### config.mk
export PLATFORM = sky130hd
export DESIGN_NAME = sw_debounce_sb_ctrl
export DESIGN_NICKNAME = d
export VERILOG_FILES = /design/src/rtl/sw_debounce_sb_ctrl.sv
export SDC_FILE = /design/constraint.sdc
export NUM_CORES = 1
export LEC_CHECK = 0
export ABC_AREA = 1
export BUFFER_PORTS_ARGS = -buffer_cell sky130_fd_sc_hd__clkbuf_2
export CORE_MARGIN = 2
export CORE_UTILIZATION = 53
export DETAILED_ROUTE_END_ITERATION = 16
export PLACE_DENSITY = 0.84
export SLEW_MARGIN = 40
export SYNTH_ARGS = -nofsm -noshare
export SYNTH_HDL_FRONTEND = slang
export SYNTH_SLANG_ARGS = --single-unit
export TNS_END_PERCENT = 1
### constraint.sdc
create_clock -name clk_i -period 1.6 [get_ports clk_i]
set_input_delay 0.08 -clock clk_i [delete_from_list [all_inputs] [get_ports clk_i]]
set_output_delay 0.08 -clock clk_i [all_outputs]
set_load 0.02 [all_outputs]
### src/rtl/sw_debounce_sb_ctrl.sv
// Switch-input peripheral: per-bit synchroniser and debouncer, sticky change flags, maskable level IRQ.
// Reads are a same-cycle mux and writes land on the clock edge; the bus never stalls.
module sw_debounce_sb_ctrl #(
  parameter int SW_WIDTH        = 16,
  parameter int SYNC_STAGES     = 2,
  parameter int DEBOUNCE_CYCLES = 1000
) (
  input  logic                clk_i,
  input  logic                rst_n_i,
  input  logic [31:0]         addr_i,
  input  logic                req_i,
  input  logic                WE_i,
  input  logic [31:0]         WD_i,
  output logic [31:0]         RD_o,
  input  logic [SW_WIDTH-1:0] sw_i,
  output logic                irq_o
);

  localparam int CNT_W = $clog2(DEBOUNCE_CYCLES + 1);
  localparam logic [CNT_W-1:0] CNT_LAST = CNT_W'(DEBOUNCE_CYCLES - 1);

  localparam logic [31:0] ADDR_STATE  = 32'h0000_0000;
  localparam logic [31:0] ADDR_RAW    = 32'h0000_0004;
  localparam logic [31:0] ADDR_CHANGE = 32'h0000_0008;
  localparam logic [31:0] ADDR_IRQ_EN = 32'h0000_000C;
  localparam logic [31:0] ADDR_CTRL   = 32'h0000_0010;

  logic [SYNC_STAGES-1:0][SW_WIDTH-1:0] sync_q, sync_d;
  logic [SW_WIDTH-1:0][CNT_W-1:0]       cnt_q, cnt_d;
  logic [SW_WIDTH-1:0]                  state_q, state_d;
  logic [SW_WIDTH-1:0]                  change_q, change_d;
  logic [SW_WIDTH-1:0]                  irq_en_q, irq_en_d;
  logic                                 ctrl_q, ctrl_d;
  logic                                 irq_q, irq_d;

  logic [SW_WIDTH-1:0] sync;
  logic [SW_WIDTH-1:0] set_vec;
  logic [SW_WIDTH-1:0] clr_vec;
  logic [31:0]         rd_mux;
  logic                wr_en, rd_en;
  logic                sel_state, sel_raw, sel_change, sel_irq_en, sel_ctrl;
  logic                unused_wd;

  assign wr_en = req_i & WE_i;
  assign rd_en = req_i & ~WE_i;

  assign sel_state  = (addr_i == ADDR_STATE);
  assign sel_raw    = (addr_i == ADDR_RAW);
  assign sel_change = (addr_i == ADDR_CHANGE);
  assign sel_irq_en = (addr_i == ADDR_IRQ_EN);
  assign sel_ctrl   = (addr_i == ADDR_CTRL);

  // Write-data bits above the register widths are don't-care.
  assign unused_wd = ^WD_i;

  always_comb begin
    sync_d    = sync_q;
    sync_d[0] = sw_i;
    for (int s = 1; s < SYNC_STAGES; s++) begin
      sync_d[s] = sync_q[s-1];
    end
  end

  assign sync = sync_q[SYNC_STAGES-1];

  // The count never passes CNT_LAST: reaching it either commits the new level or an agreeing cycle clears it.
  always_comb begin
    state_d = state_q;
    cnt_d   = cnt_q;
    set_vec = '0;
    for (int i = 0; i < SW_WIDTH; i++) begin
      if (sync[i] == state_q[i]) begin
        cnt_d[i] = '0;
      end else if (cnt_q[i] == CNT_LAST) begin
        state_d[i] = sync[i];
        cnt_d[i]   = '0;
        set_vec[i] = 1'b1;
      end else begin
        cnt_d[i] = cnt_q[i] + CNT_W'(1);
      end
    end
  end

  // OR-ing set_vec after the W1C mask lets a same-cycle debounce event win over a clear.
  always_comb begin
    clr_vec  = '0;
    irq_en_d = irq_en_q;
    ctrl_d   = ctrl_q;
    if (wr_en && sel_change) begin
      clr_vec = WD_i[SW_WIDTH-1:0];
    end
    if (wr_en && sel_irq_en) begin
      irq_en_d = WD_i[SW_WIDTH-1:0];
    end
    if (wr_en && sel_ctrl) begin
      ctrl_d = WD_i[0];
    end
    change_d = (change_q & ~clr_vec) | set_vec;
    irq_d    = ctrl_d & (|(change_d & irq_en_d));
  end

  always_comb begin
    rd_mux = '0;
    if (rd_en) begin
      if (sel_state) begin
        rd_mux[SW_WIDTH-1:0] = state_q;
      end else if (sel_raw) begin
        rd_mux[SW_WIDTH-1:0] = sync;
      end else if (sel_change) begin
        rd_mux[SW_WIDTH-1:0] = change_q;
      end else if (sel_irq_en) begin
        rd_mux[SW_WIDTH-1:0] = irq_en_q;
      end else if (sel_ctrl) begin
        rd_mux[0] = ctrl_q;
      end
    end
  end

  assign RD_o  = rd_mux;
  assign irq_o = irq_q;

  always_ff @(posedge clk_i or negedge rst_n_i) begin
    if (!rst_n_i) begin
      sync_q   <= '0;
      cnt_q    <= '0;
      state_q  <= '0;
      change_q <= '0;
      irq_en_q <= '0;
      ctrl_q   <= 1'b0;
      irq_q    <= 1'b0;
    end else begin
      sync_q   <= sync_d;
      cnt_q    <= cnt_d;
      state_q  <= state_d;
      change_q <= change_d;
      irq_en_q <= irq_en_d;
      ctrl_q   <= ctrl_d;
      irq_q    <= irq_d;
    end
  end

endmodule
=== After elaboration in Yosys (flattened, before gate mapping) ===
Index checks and enable logic that the tools add are counted.

* Flip-flop bits (word level): 242
* Output and inout bits: 33
* Memories kept: 0
* Latch bits: 0
* Word-level logic and storage cells: 209
* Memory bits (writable): 0
* Memory bits (read-only): 0
* Input port bits: 84

* Reduce and logical (&&, ||, !) cells: 21
* Equal/unequal tests: 36
* Shift operators: 0
* Add/sub/neg operators: 16
* Div/mod/pow operators: 0
* $mul: 0
* Muxes and demuxes: 74
* Order comparisons: 0
* Bitwise logic cells: 24

{| class="wikitable"
|+ Operator list
! operator !! count
|-
| 2-to-1 mux 10 bit || 32
|-
| adder 10 x 1 -> 10 bit (second input constant) || 16
|-
| == test 10 bit (second input constant) || 16
|-
| 2-to-1 mux 16 bit || 6
|-
| == test 32 x 4 -> 1 bit (second input constant) || 2
|-
| 2-to-1 mux 1 bit || 35
|-
| bitwise AND 16 bit || 2
|-
| == test 32 x 3 -> 1 bit (second input constant) || 1
|-
| == test 32 x 5 -> 1 bit (second input constant) || 1
|-
| logical NOT 32 bit || 1
|-
| AND reduction 2 bit || 16
|-
| NOT 1 bit || 17
|-
| == test 1 bit || 16
|-
| NOT 16 bit || 1
|-
| OR 16 bit || 1
|-
| OR reduction 16 bit || 1
|-
| 2-to-1 mux 15 bit || 1
|-
| bitwise AND 1 bit || 3
|-
| logical AND 1 bit || 3
|}

=== Logic depth before layout (Yosys ltp) ===
* Word-level depth: 9
* Depth in mapped cells: 16
* Depth with buffers taken out: 15

=== Worst setup path before layout ===
No wires, ideal clock.

* Path type: in2out
* Start: in addr_i[4]
* End: out RD_o[10]
* Buffers on the path: 2
* Required time: 1520 ps
* Slack: -37 ps
* Stages: 11
* Data arrival time: 1557 ps
* Path through: nor2_1 -> nand2_2 -> nor2_2 -> nand3_2 -> nor2_4 -> buf_4 -> buf_4 -> nand3_1 -> nand3_1 -> o211ai_1 -> a21oi_1

* Cells in the longest elaborated chain, start to end: 6
* Elaborated cells between the ends (all ways): 9
* Classes of those cells: eq/ne (3); mux (5); reduce/logical (1)

{| class="wikitable"
|+ RTL lines
! element !! RTL line !! RTL
|-
| start, declared || 10 || <nowiki>input logic [31:0] addr_i,</nowiki>
|-
| == test 32 x 4 -> 1 bit || 50 || <nowiki>assign sel_irq_en = (addr_i == ADDR_IRQ_EN);</nowiki>
|-
| 2-to-1 mux 15 bit || 111 || <nowiki>end else if (sel_irq_en) begin</nowiki>
|-
| 2-to-1 mux 16 bit || 109 || <nowiki>end else if (sel_change) begin</nowiki>
|-
| 2-to-1 mux 16 bit || 107 || <nowiki>end else if (sel_raw) begin</nowiki>
|-
| 2-to-1 mux 16 bit * || 105 || <nowiki>if (sel_state) begin</nowiki>
|-
| 2-to-1 mux 16 bit * || 104 || <nowiki>if (rd_en) begin</nowiki>
|-
| end, declared || 14 || <nowiki>output logic [31:0] RD_o,</nowiki>
|}

Mark *: on every way between the ends. The rest lies on a longest branch, timed or not.

=== Worst setup path after layout ===
* Start: in addr_i[11]
* End: out RD_o[9]

Same word-level chain as after synthesis.

==> key figures <==
Critical path
  • Max FO, Critical Path: 5
  • Reg-to-reg slack, setup: -0.10 ns
  • Critical Path End: RD_o[9]
  • CP max stage delay: 0.27 ns
  • Setup crit start: addr_i[11]
  • Worst Reg-to-Reg Cells: 11
  • Reg-to-reg endpoint: irq_o
  • CP bufs+invs: 4
  • Setup CP Type: primary input to primary output
  • CP Cell Sequence: clkbuf_2, nor2_1, nand2_1, nor2_4, buf_6, nand4_1, nor2_4, buf_6, nand2_1, a21oi_2, buf_6
  • Worst Setup Start Kind: primary input
  • CP required: 1.52 ns
  • Most common cell on crit path: buf_6
  • Top delay family on crit path: simple AND/OR/NAND/NOR gates
  • Setup crit end kind: primary output
  • Crit path DAT: 1.69 ns
  • Reg2Reg Launch Point: cnt_q[44]
  • Crit path depth: 11
  • Slowest CP cell: nor2_4

Power
  • VDD IR max: 829 uV
  • Total Power: 13.3 mW
  • Pwr/cell area: 930 nW/um^2
  • P_leak: 6.55 nW

Timing
  • Worst Clk Skew: 0.00777 ns
  • RSZ-0062 raised after global routing: true
  • Fin crit share: 1.11
  • Fmax: 565 MHz
  • Worst setup margin: -0.171 ns
  • Slew Viols, Final: 0
  • Post-layout minimum cycle time: 1.77 ns
  • Hold Vio Cnt, Final: 0
  • Final setup viols: 17

Min path
  • Worst min-delay path category: primary input to asynchronous set/reset pin

Drt
  • Iteration count of the initial detailed-routing pass: 5
  • Residual DRC: 0
  • DR iter-0 viols: 612
  • Wire per inst: 14.9 um
  • Vias post-DR: 9,691
  • Post-Route WL: 27.3 mm
  • Routed Antenna Nets: 0
  • Vias per cell: 5.31

Outcome
  • Failing checks: negative setup slack
  • Status: finished, violations left

Floorplanning
  • Starting density of the core: 0.538
  • FP Rows: 53
  • Num ports: 117
  • Die height: 150 um
  • Core ar.: 21,000 um^2
  • Die area: 22,500 um^2
  • Chip width: 150 um

Synthesis
  • Most frequent cells after synthesis: nand2_1, dfrtp_1, nor2_1
  • Count leader, synth: nand2_1
  • Syn avg cell area: 8.60 um^2
  • Synth Register Bits: 242
  • Top cell type's share of synthesized area: 0.535
  • Ranking of synthesized cells by area: dfrtp_1, nand2_1, nor2_1, inv_1, nand3_1
  • Sequential fraction of the synthesis area: 0.535
  • Count of yosys warnings during synthesis: 0
  • EDFF count, synth: 0
  • Main synth FF type: dfrtp_1
  • Asr flop ratio synth: 1.00
  • Synth Instances: 1,316
  • Cell taking the most area after synthesis: dfrtp_1
  • Post-Synthesis Cell Area: 11,300 um^2
  • Unique masters post-synth: 42

Placement
  • Pre-CTS setup slack: -0.217 ns
  • Detailed placer's ending HPWL: 17.6 mm
  • Placed Cells incl. Taps: 1,740
  • Final RePlAce weighted congestion: 0.857
  • I/O Buffers: 84
  • Placed cell area: 12,600 um^2

Clock network
  • Skew-Pair Late Insertion Delay: 0.52 ns
  • CTS tree: yes
  • Clk slew on worst S/H paths: 0.06 ns
  • Clock buffer depth: 3
  • # H-tree levels: 1
  • Clock Sinks: 242
  • Num CTS Buffers: 25
  • Root Driver: clkbuf_16

Global route
  • Pin count of the biggest net entering global routing: 67
  • Number of global-route vias before repair: 9,676
  • GRT Overall Usage: 0.241
  • Antenna violations before repair: 1
  • First-pass GRT wire length: 43.9 mm
  • Global route overflow: 0

Run
  • Max-capacitance violation count: 0

Cells and area
  • Share of cells above drive strength 1: 0.190
  • Layout Cells excl Fill: 1,826
  • Filler cells: 1,523
  • Area grow syn2layout: 26.5%
  • Cell area after layout: 14,300 um^2
  • Final net count: 1,633
  • Layout Utilization: 0.681
[flip-flops by register name, summed over array words and instances, names as in the netlist]
name      count
sync_d       16
cnt_q       160
irq_o         1
ctrl_q        1
irq_en_q     16
sync         16
change_q     16
state_q      16
[per-layer routing]
layer | GRT usage | wire length (um)
met1 | 0.297 | 11100
met2 | 0.424 | 13500
met3 | 0.0406 | 1710
met4 | 0.0906 | 983
met5 | 0 | 0
[cell families (layout without fill, tap and decap cells)]
group                    count (synthesis)  count (layout)  share of synthesized area
flip-flops                             242             242                      0.535
AND/OR/NAND/NOR                        708             708                      0.272
buffers and inverters                  171             390                     0.0646
multiplexers                             8               8                    0.00796
other                                    1              17                   0.000331
XOR/XNOR                                61              61                     0.0472
AO/OA/AOI/OAI                          109             109                     0.0550
adder cells (fa/ha/maj)                 16              16                     0.0177
[cell usage in the layout, fill, tap and decap left out, types with 6 or more instances in the layout]
| cell type | instances |
|---|---|
| o21ai_0 | 26 |
| a21oi_2 | 12 |
| mux2_2 | 8 |
| buf_6 | 14 |
| clkbuf_16 | 25 |
| inv_1 | 135 |
| nand2_1 | 259 |
| nor2_1 | 200 |
| clkbuf_2 | 66 |
| nand3_1 | 100 |
| ha_1 | 15 |
| nor3_2 | 8 |
| nor2_2 | 8 |
| a21oi_1 | 40 |
| buf_12 | 6 |
| buf_4 | 83 |
| xnor2_1 | 38 |
| nand4_1 | 13 |
| nor2_4 | 7 |
| dlygate4sd3_1 | 33 |
| nand2_2 | 15 |
| o211ai_1 | 10 |
| dfrtp_1 | 242 |
| clkbuf_8 | 9 |
| nor3b_1 | 17 |
| conb_1 | 16 |
| nor3_1 | 55 |
| xor2_1 | 23 |
[power by group]
group          switching, mW  internal, mW  leakage (nW)
registers             0.0982          6.26          3.18
clock network           2.43          3.78         0.423
logic                  0.452         0.303          2.95
total                   2.98          10.3          6.55
[stage by stage]
step | hold WS [ns] | TNS, ns
2_1_floorplan | -0.216 | -0.219
3_3_place_gp | 0.000265 | -2.36
3_5_place_dp | 0.00283 | -3.37
4_1_cts | 0.0576 | -2.35
5_1_grt | 0.0696 | -4.98
6_report | 0.0456 | -2.49
[how the worst min path moves through the flow]
stage,from,endpoint,cells past startpoint
5_1_grt,rst_n_i,cnt_q[32],2
6_report,rst_n_i,cnt_q[32],2
3_3_place_gp,rst_n_i,cnt_q[33],1
4_1_cts,rst_n_i,cnt_q[33],2
2_1_floorplan,rst_n_i,change_q[0],0
3_5_place_dp,rst_n_i,cnt_q[33],1
[timing repair]
item                       in CTS  in global routing
cloned                          1                  1
hold endpoints to repair      291                  0
pin swaps                       7                 26
setup endpoints to repair      48                 78
hold buffers                   33                  0
gates resized for setup        42                 77
setup buffers                   5                  1
[area by class of cell]
type	count	area, um^2	share of cell area
Antenna cell	1	2.50	0.000175
Clock buffer	34	719	0.0503
Clock inverter	10	158	0.0110
Inverter	139	529	0.0370
Multi-Input combinational cell	918	4860	0.339
Sequential cell	242	6060	0.423
Tap cell	275	344	0.0240
Timing Repair Buffer	207	1650	0.115
Power figures use the tool's default switching activity.
